<file path="config.mk">
export PLATFORM = sky130hd
export DESIGN_NAME = page_mapper
export DESIGN_NICKNAME = d
export VERILOG_FILES = /design/src/rtl/page_mapper.sv
export SDC_FILE = /design/constraint.sdc
export NUM_CORES = 1
export LEC_CHECK = 0
export ABC_AREA = 1
export ABC_CLOCK_PERIOD_IN_PS = 5500
export BUFFER_PORTS_ARGS = -buffer_cell sky130_fd_sc_hd__buf_2
export CORE_ASPECT_RATIO = 1.75
export CORE_UTILIZATION = 60
export DETAILED_ROUTE_END_ITERATION = 8
export MAX_ROUTING_LAYER = met4
export PLACE_DENSITY = 0.79
export SYNTH_ARGS = -nofsm -noshare
export SYNTH_HDL_FRONTEND = slang
export SYNTH_SLANG_ARGS = --single-unit
</file>
<file path="constraint.sdc">
create_clock -name clk -period 5.5 [get_ports clk]
set_input_delay 0.55 -clock clk [delete_from_list [all_inputs] [get_ports clk]]
set_output_delay 0.55 -clock clk [all_outputs]
set_load 0.01 [all_outputs]
</file>
<file path="src/rtl/page_mapper.sv">
// page_mapper: banked page windows with a register file, a page-context stack
// that is saved/restored automatically on interrupt entry/exit, and four
// 24-bit interrupt vectors.
//
// Ports:
//   clk, rst          clock; asynchronous active-high reset
//   AD, DI, DO        register address, write data, registered read data
//   rw, cs            access direction (1 = read) and strobe
//                     (one access per cycle)
//   int_enter/int_exit  one-cycle interrupt entry / return pulses
//   vec_sel, vec_addr   vector select and registered selected vector
//   page              NWIN windows of PW bits, window w at [w*PW +: PW]
//   bram_disable      built-in RAM disable (CTRL.RDS)
//   rom_wp            ROM page write lock (CTRL.LCK)
//   level             current stack occupancy
//
// Access semantics: a strobe (cs) qualifies exactly one access in the cycle it
// is high; no back-pressure exists. A read returns data on DO after the edge.
// A write takes effect at the same edge.
module page_mapper #(
    parameter int NWIN  = 2,
    parameter int PW    = 5,
    parameter int DEPTH = 4
) (
    input  logic                 clk,
    input  logic                 rst,
    input  logic [4:0]           AD,
    input  logic [7:0]           DI,
    output logic [7:0]           DO,
    input  logic                 rw,
    input  logic                 cs,
    input  logic                 int_enter,
    input  logic                 int_exit,
    input  logic [1:0]           vec_sel,
    output logic [23:0]          vec_addr,
    output logic [NWIN*PW-1:0]   page,
    output logic                 bram_disable,
    output logic                 rom_wp,
    output logic [3:0]           level
);

    logic [PW-1:0]      win_q [NWIN];
    logic [PW-1:0]      win_d [NWIN];
    logic               lck_q, lck_d;
    logic               rds_q, rds_d;
    logic               auto_q, auto_d;
    logic [PW-1:0]      irqpg_q, irqpg_d;
    logic [23:0]        vec_q [4];
    logic [23:0]        vec_d [4];
    logic [3:0]         level_q, level_d;
    logic               ovf_q, ovf_d;
    logic               unf_q, unf_d;
    logic [7:0]         do_q, do_d;
    logic [23:0]        vec_addr_q, vec_addr_d;

    // Stack storage is indexed directly by the 4-bit level; only entries
    // below DEPTH are ever written. It is not reset: clearing level is what
    // discards its contents.
    logic [NWIN*PW-1:0] stack_q [16];

    logic [NWIN*PW-1:0] cur_pages;
    logic [NWIN*PW-1:0] pop_word;
    logic [7:0]         rd_data;
    logic               wr, rd;
    logic               enter_ev, exit_ev, at_full, at_empty;
    logic               push, pop, ovf_set, unf_set;

    always_comb begin
        cur_pages = '0;
        for (int w = 0; w < NWIN; w++) begin
            cur_pages[w*PW +: PW] = win_q[w];
        end
    end

    assign wr = cs & ~rw;
    assign rd = cs & rw;

    // Simultaneous entry and exit cancel each other; with AUTO clear both
    // pulses are ignored completely.
    assign enter_ev = auto_q & int_enter & ~int_exit;
    assign exit_ev  = auto_q & int_exit & ~int_enter;
    assign at_full  = (level_q == 4'(DEPTH));
    assign at_empty = (level_q == 4'd0);
    assign push     = enter_ev & ~at_full;
    assign ovf_set  = enter_ev & at_full;
    assign pop      = exit_ev & ~at_empty;
    assign unf_set  = exit_ev & at_empty;
    assign pop_word = stack_q[level_q - 4'd1];

    // Read mux, built from pre-edge state only.
    always_comb begin
        rd_data = '0;
        for (int w = 0; w < NWIN; w++) begin
            if (AD == 5'(w)) begin
                rd_data[PW-1:0] = win_q[w];
            end
        end
        if (AD == 5'h04) rd_data = {5'b0, auto_q, rds_q, lck_q};
        if (AD == 5'h05) rd_data = {unf_q, ovf_q, 2'b0, level_q};
        if (AD == 5'h06) rd_data[PW-1:0] = irqpg_q;
        for (int k = 0; k < 4; k++) begin
            for (int b = 0; b < 3; b++) begin
                if (AD == 5'(16 + 3*k + b)) begin
                    rd_data = vec_q[k][23-8*b -: 8];
                end
            end
        end
    end

    always_comb begin
        for (int w = 0; w < NWIN; w++) win_d[w] = win_q[w];
        for (int k = 0; k < 4; k++) vec_d[k] = vec_q[k];
        lck_d      = lck_q;
        rds_d      = rds_q;
        auto_d     = auto_q;
        irqpg_d    = irqpg_q;
        level_d    = level_q;
        ovf_d      = ovf_q;
        unf_d      = unf_q;
        do_d       = rd ? rd_data : do_q;
        vec_addr_d = vec_q[vec_sel];

        if (wr) begin
            // A stack operation owns all windows this edge.
            for (int w = 0; w < NWIN; w++) begin
                if (AD == 5'(w) && !(push || pop)) win_d[w] = DI[PW-1:0];
            end
            if (AD == 5'h04) begin
                lck_d  = DI[0];
                rds_d  = DI[1];
                auto_d = DI[2];
            end
            if (AD == 5'h05) begin
                if (DI[7]) unf_d = 1'b0;
                if (DI[6]) ovf_d = 1'b0;
            end
            if (AD == 5'h06) irqpg_d = DI[PW-1:0];
            for (int k = 0; k < 4; k++) begin
                for (int b = 0; b < 3; b++) begin
                    if (AD == 5'(16 + 3*k + b)) vec_d[k][23-8*b -: 8] = DI;
                end
            end
        end

        if (push) begin
            win_d[0] = irqpg_q;
            level_d  = level_q + 4'd1;
        end
        if (pop) begin
            for (int w = 0; w < NWIN; w++) win_d[w] = pop_word[w*PW +: PW];
            level_d = level_q - 4'd1;
        end

        // Setting after clearing makes a same-edge event win over a clear.
        if (ovf_set) ovf_d = 1'b1;
        if (unf_set) unf_d = 1'b1;
    end

    always_ff @(posedge clk or posedge rst) begin
        if (rst) begin
            for (int w = 0; w < NWIN; w++) win_q[w] <= '0;
            for (int k = 0; k < 4; k++) vec_q[k] <= '0;
            lck_q      <= 1'b0;
            rds_q      <= 1'b1;
            auto_q     <= 1'b0;
            irqpg_q    <= '0;
            level_q    <= '0;
            ovf_q      <= 1'b0;
            unf_q      <= 1'b0;
            do_q       <= '0;
            vec_addr_q <= '0;
        end else begin
            for (int w = 0; w < NWIN; w++) win_q[w] <= win_d[w];
            for (int k = 0; k < 4; k++) vec_q[k] <= vec_d[k];
            lck_q      <= lck_d;
            rds_q      <= rds_d;
            auto_q     <= auto_d;
            irqpg_q    <= irqpg_d;
            level_q    <= level_d;
            ovf_q      <= ovf_d;
            unf_q      <= unf_d;
            do_q       <= do_d;
            vec_addr_q <= vec_addr_d;
        end
    end

    always_ff @(posedge clk) begin
        if (push && !rst) stack_q[level_q] <= cur_pages;
    end

    assign DO           = do_q;
    assign vec_addr     = vec_addr_q;
    assign page         = cur_pages;
    assign bram_disable = rds_q;
    assign rom_wp       = lck_q;
    assign level        = level_q;

endmodule

</file>
==> flow_summary.yaml <==
clocking:
  clkLatencyLatePin_ns: 0.56
  clk_path_buf_depth: 3
  hold_buffers: 0
  cts_sinks: 312
  clkTransAtPathRegs_ns: 0.07
  cts-resized-gates: 0
  root_buffer: "clkbuf_16"
  htree_levels: 1
  post_cts_buffers: 0
  numCtsBuffers: 27
  cts_tree: "yes"
yosys:
  ys.flop_type: "edfxtp_1"
  ys_top_cells_by_area: "edfxtp_1 36%, dfrtp_1 28%, o21ai_0 9.5%, nand2_1 6.8%, nor2_1 4.7%"
  syn_area_mm2: 0.0135
  ys_ff_latch: 312
  netlist.top_cell.by_area: "edfxtp_1"
  ys_warn_count: 0
  ys_types: 40
  synth_edf_count: 160
  synth_cells: 1351
  yosysSeqAreaShare_pct: 63.7
  ys_async_sr_fraction_pct: 48.7
  synth.top_cell.area_share_pct: 35.6
  syn_avg_cell_area_um2: 10.0
worst_setup_path:
  cp-start-kind: "register"
  reg2reg_depth: 10
  end_kind: "register"
  regToRegStartpoint: "level[1]$_DFFE_PP0P_"
  cp_max_fo: 42
  r2r-end: "page[2]$_DFFE_PP0P_"
  ff2ff_setup_slack_ns: 1.96
  crit_start: "level[1]$_DFFE_PP0P_"
  critPathKind: "register to register"
  required_ns: 5.98
  crit_arrival_ns: 4.02
  cp-endpoint: "page[2]$_DFFE_PP0P_"
timing:
  slew_headroom_pct: 12.6
  setup_tns_ns: 0
  finalSetupViolCount: 0
  hold_ws_ns: 0.179
  report.final.slew_viol_count: 0
  fin_crit_sh_pct: 64.4
  fin_crit_ns: 3.54
  clock.fmax_mhz: 282
  finClkSkew_ns: 0.0135
  hold_violations: 0
  rsz0062_at_grt: "false"
  tightest_slew_ns: 1.31
grt:
  grt-ovfl-total: 0
  grt_usage_pct: 38.0
  grt_max_degree: 103
  grt_pass1_vias: 10500
  grt_pass1_wl_um: 61400
  antenna_found_initial: 1
finish:
  regArea_mm2: 0.00861
  multi_input_area_mm2: 0.00435
  layout-drive-gt1-share_pct: 11.3
  syn2layout_area_growth_pct: 11.2
  instances_no_fill: 1719
  fin_nets: 1426
  n_fill_cell: 1742
floorplanning:
  core-area_mm2: 0.0221
  die_y_um: 201
  dieWidth_um: 115
  start_util_pct: 61.2
  rows: 72
  dieArea_mm2: 0.0231
  boundaryPins: 69
power_and_ir_drop:
  power-per-cell-area_mw_per_mm2: 491
  irDropWorstVdd_mv: 0.270
  leakage_nw: 6.07
routing:
  vias: 10600
  drc_errors: 0
  wl_um: 41200
  drt_iter0_drc: 1099
  drtPass1Iterations: 6
  routed_via_density: 6.18
  avgRoutedWirePerCell_um: 24.0
  ant_nets: 0
flow_run:
  maxCapViolations: 0
placed_design:
  hpwl_um: 27400
  io_buffers: 68
  placed_cells: 1668
  routabilityCongestion: 1.01
worst_hold_path:
  hold_class: "input pin to async pin"
outcome:
  status: "finished clean"
routing by layer:
layer | global-route usage, % | share of wire [%] | vias to the layer above
met1 | 39.6 | 33 | 5084
met3 | 5.80 | 6.7 | 201
li1 | - | - | 4789
met5 | - | 0 | -
met4 | 33.2 | 10 | 0
met2 | 61.3 | 50 | 551
synthesized netlist by cell type, types with 16 or more instances:
library cell,instances
nor2_1,169
nand4_1,29
edfxtp_1,160
a21oi_1,43
o22ai_1,38
o211ai_1,18
clkbuf_1,53
o21ai_0,256
o221ai_1,16
nand3_1,26
inv_1,70
nand2_1,245
dfrtp_1,151
kinds of logic after synthesis:
family / synth area share, %
flops: 63.7
other cells: 0.0278
xor+xnor: 0.315
fa+ha+maj: 0.370
simple gates: 15.7
buf+inv: 4.33
compound gates: 15.6
final cells by class:
type | instances | share of cell area [%]
Tap cell | 296 | 2.46
Timing Repair Buffer | 82 | 2.96
Clock inverter | 19 | 1.71
Inverter | 77 | 1.96
Antenna cell | 1 | 0.0166
Sequential cell | 312 | 57.3
Clock buffer | 31 | 4.66
Multi-Input combinational cell | 901 | 28.9
worst min path at each step:
stage	from	endpoint	slack, ns	cells after the start
5_1_grt	rst	page[6]$_DFFE_PP0P_	0.28	2
3_5_place_dp	DO[3]$_DFFE_PP0P_	DO[3]$_DFFE_PP0P_	0.46	2
4_1_cts	rst	level[2]$_DFFE_PP0P_	0.24	2
2_1_floorplan	irqpg_q[3]$_DFFE_PP0P_	irqpg_q[3]$_DFFE_PP0P_	0.45	2
6_report	rst	level[3]$_DFFE_PP0P_	0.18	2
3_3_place_gp	DO[5]$_DFFE_PP0P_	DO[5]$_DFFE_PP0P_	0.46	2
power breakdown:
part | internal, mW | switching, mW | leakage, nW
Clock | 1.20 | 0.867 | 0.464
Sequential | 2.83 | 0.244 | 3.46
Combinational | 0.620 | 1.62 | 2.14
sequential cells by signal, summed over array words and instances (netlist names):
register and flops:
DO 8, auto_q 1, bram_disable 1, irqpg_q 5, level 4, ovf_q 1, page 10, rom_wp 1
stack_q 160, unf_q 1, vec_addr 24, vec_q 96
cell usage in the layout, fill, tap and decap left out, types with 27 or more instances in the layout:
cell,instances
dfrtp_1,150
a21oi_1,43
nand4_1,29
inv_1,69
o22ai_1,38
nor2_1,169
nand2_1,245
edfxtp_1,160
o21ai_0,256
clkbuf_16,27
buf_2,68
through the flow:
stage / worst slack [ns] / power [mW] / area, um^2 / util, %
2_1_floorplan: 0.859 / 4.40 / 13500 / -
3_3_place_gp: 2.20 / 5.26 / 14100 / 63.8
3_5_place_dp: 2.17 / 5.29 / 14100 / 63.8
4_1_cts: 2.16 / 7.34 / 15000 / 68.1
5_1_grt: 1.78 / 7.65 / 15000 / 68.1
6_report: 1.96 / 7.38 / 15000 / 68.1
critical path, stage by stage, from the launching register on:
cell       delay (ns)
dfrtp_1          0.44
inv_1            0.13
ha_1             0.30
buf_4            0.26
inv_1            0.99
o21ai_0          0.22
o22ai_1          0.48
o211ai_1         0.20
nand3_1          0.18
o2111ai_1        0.11
o21ai_0          0.11
Power figures use the tool's default switching activity.
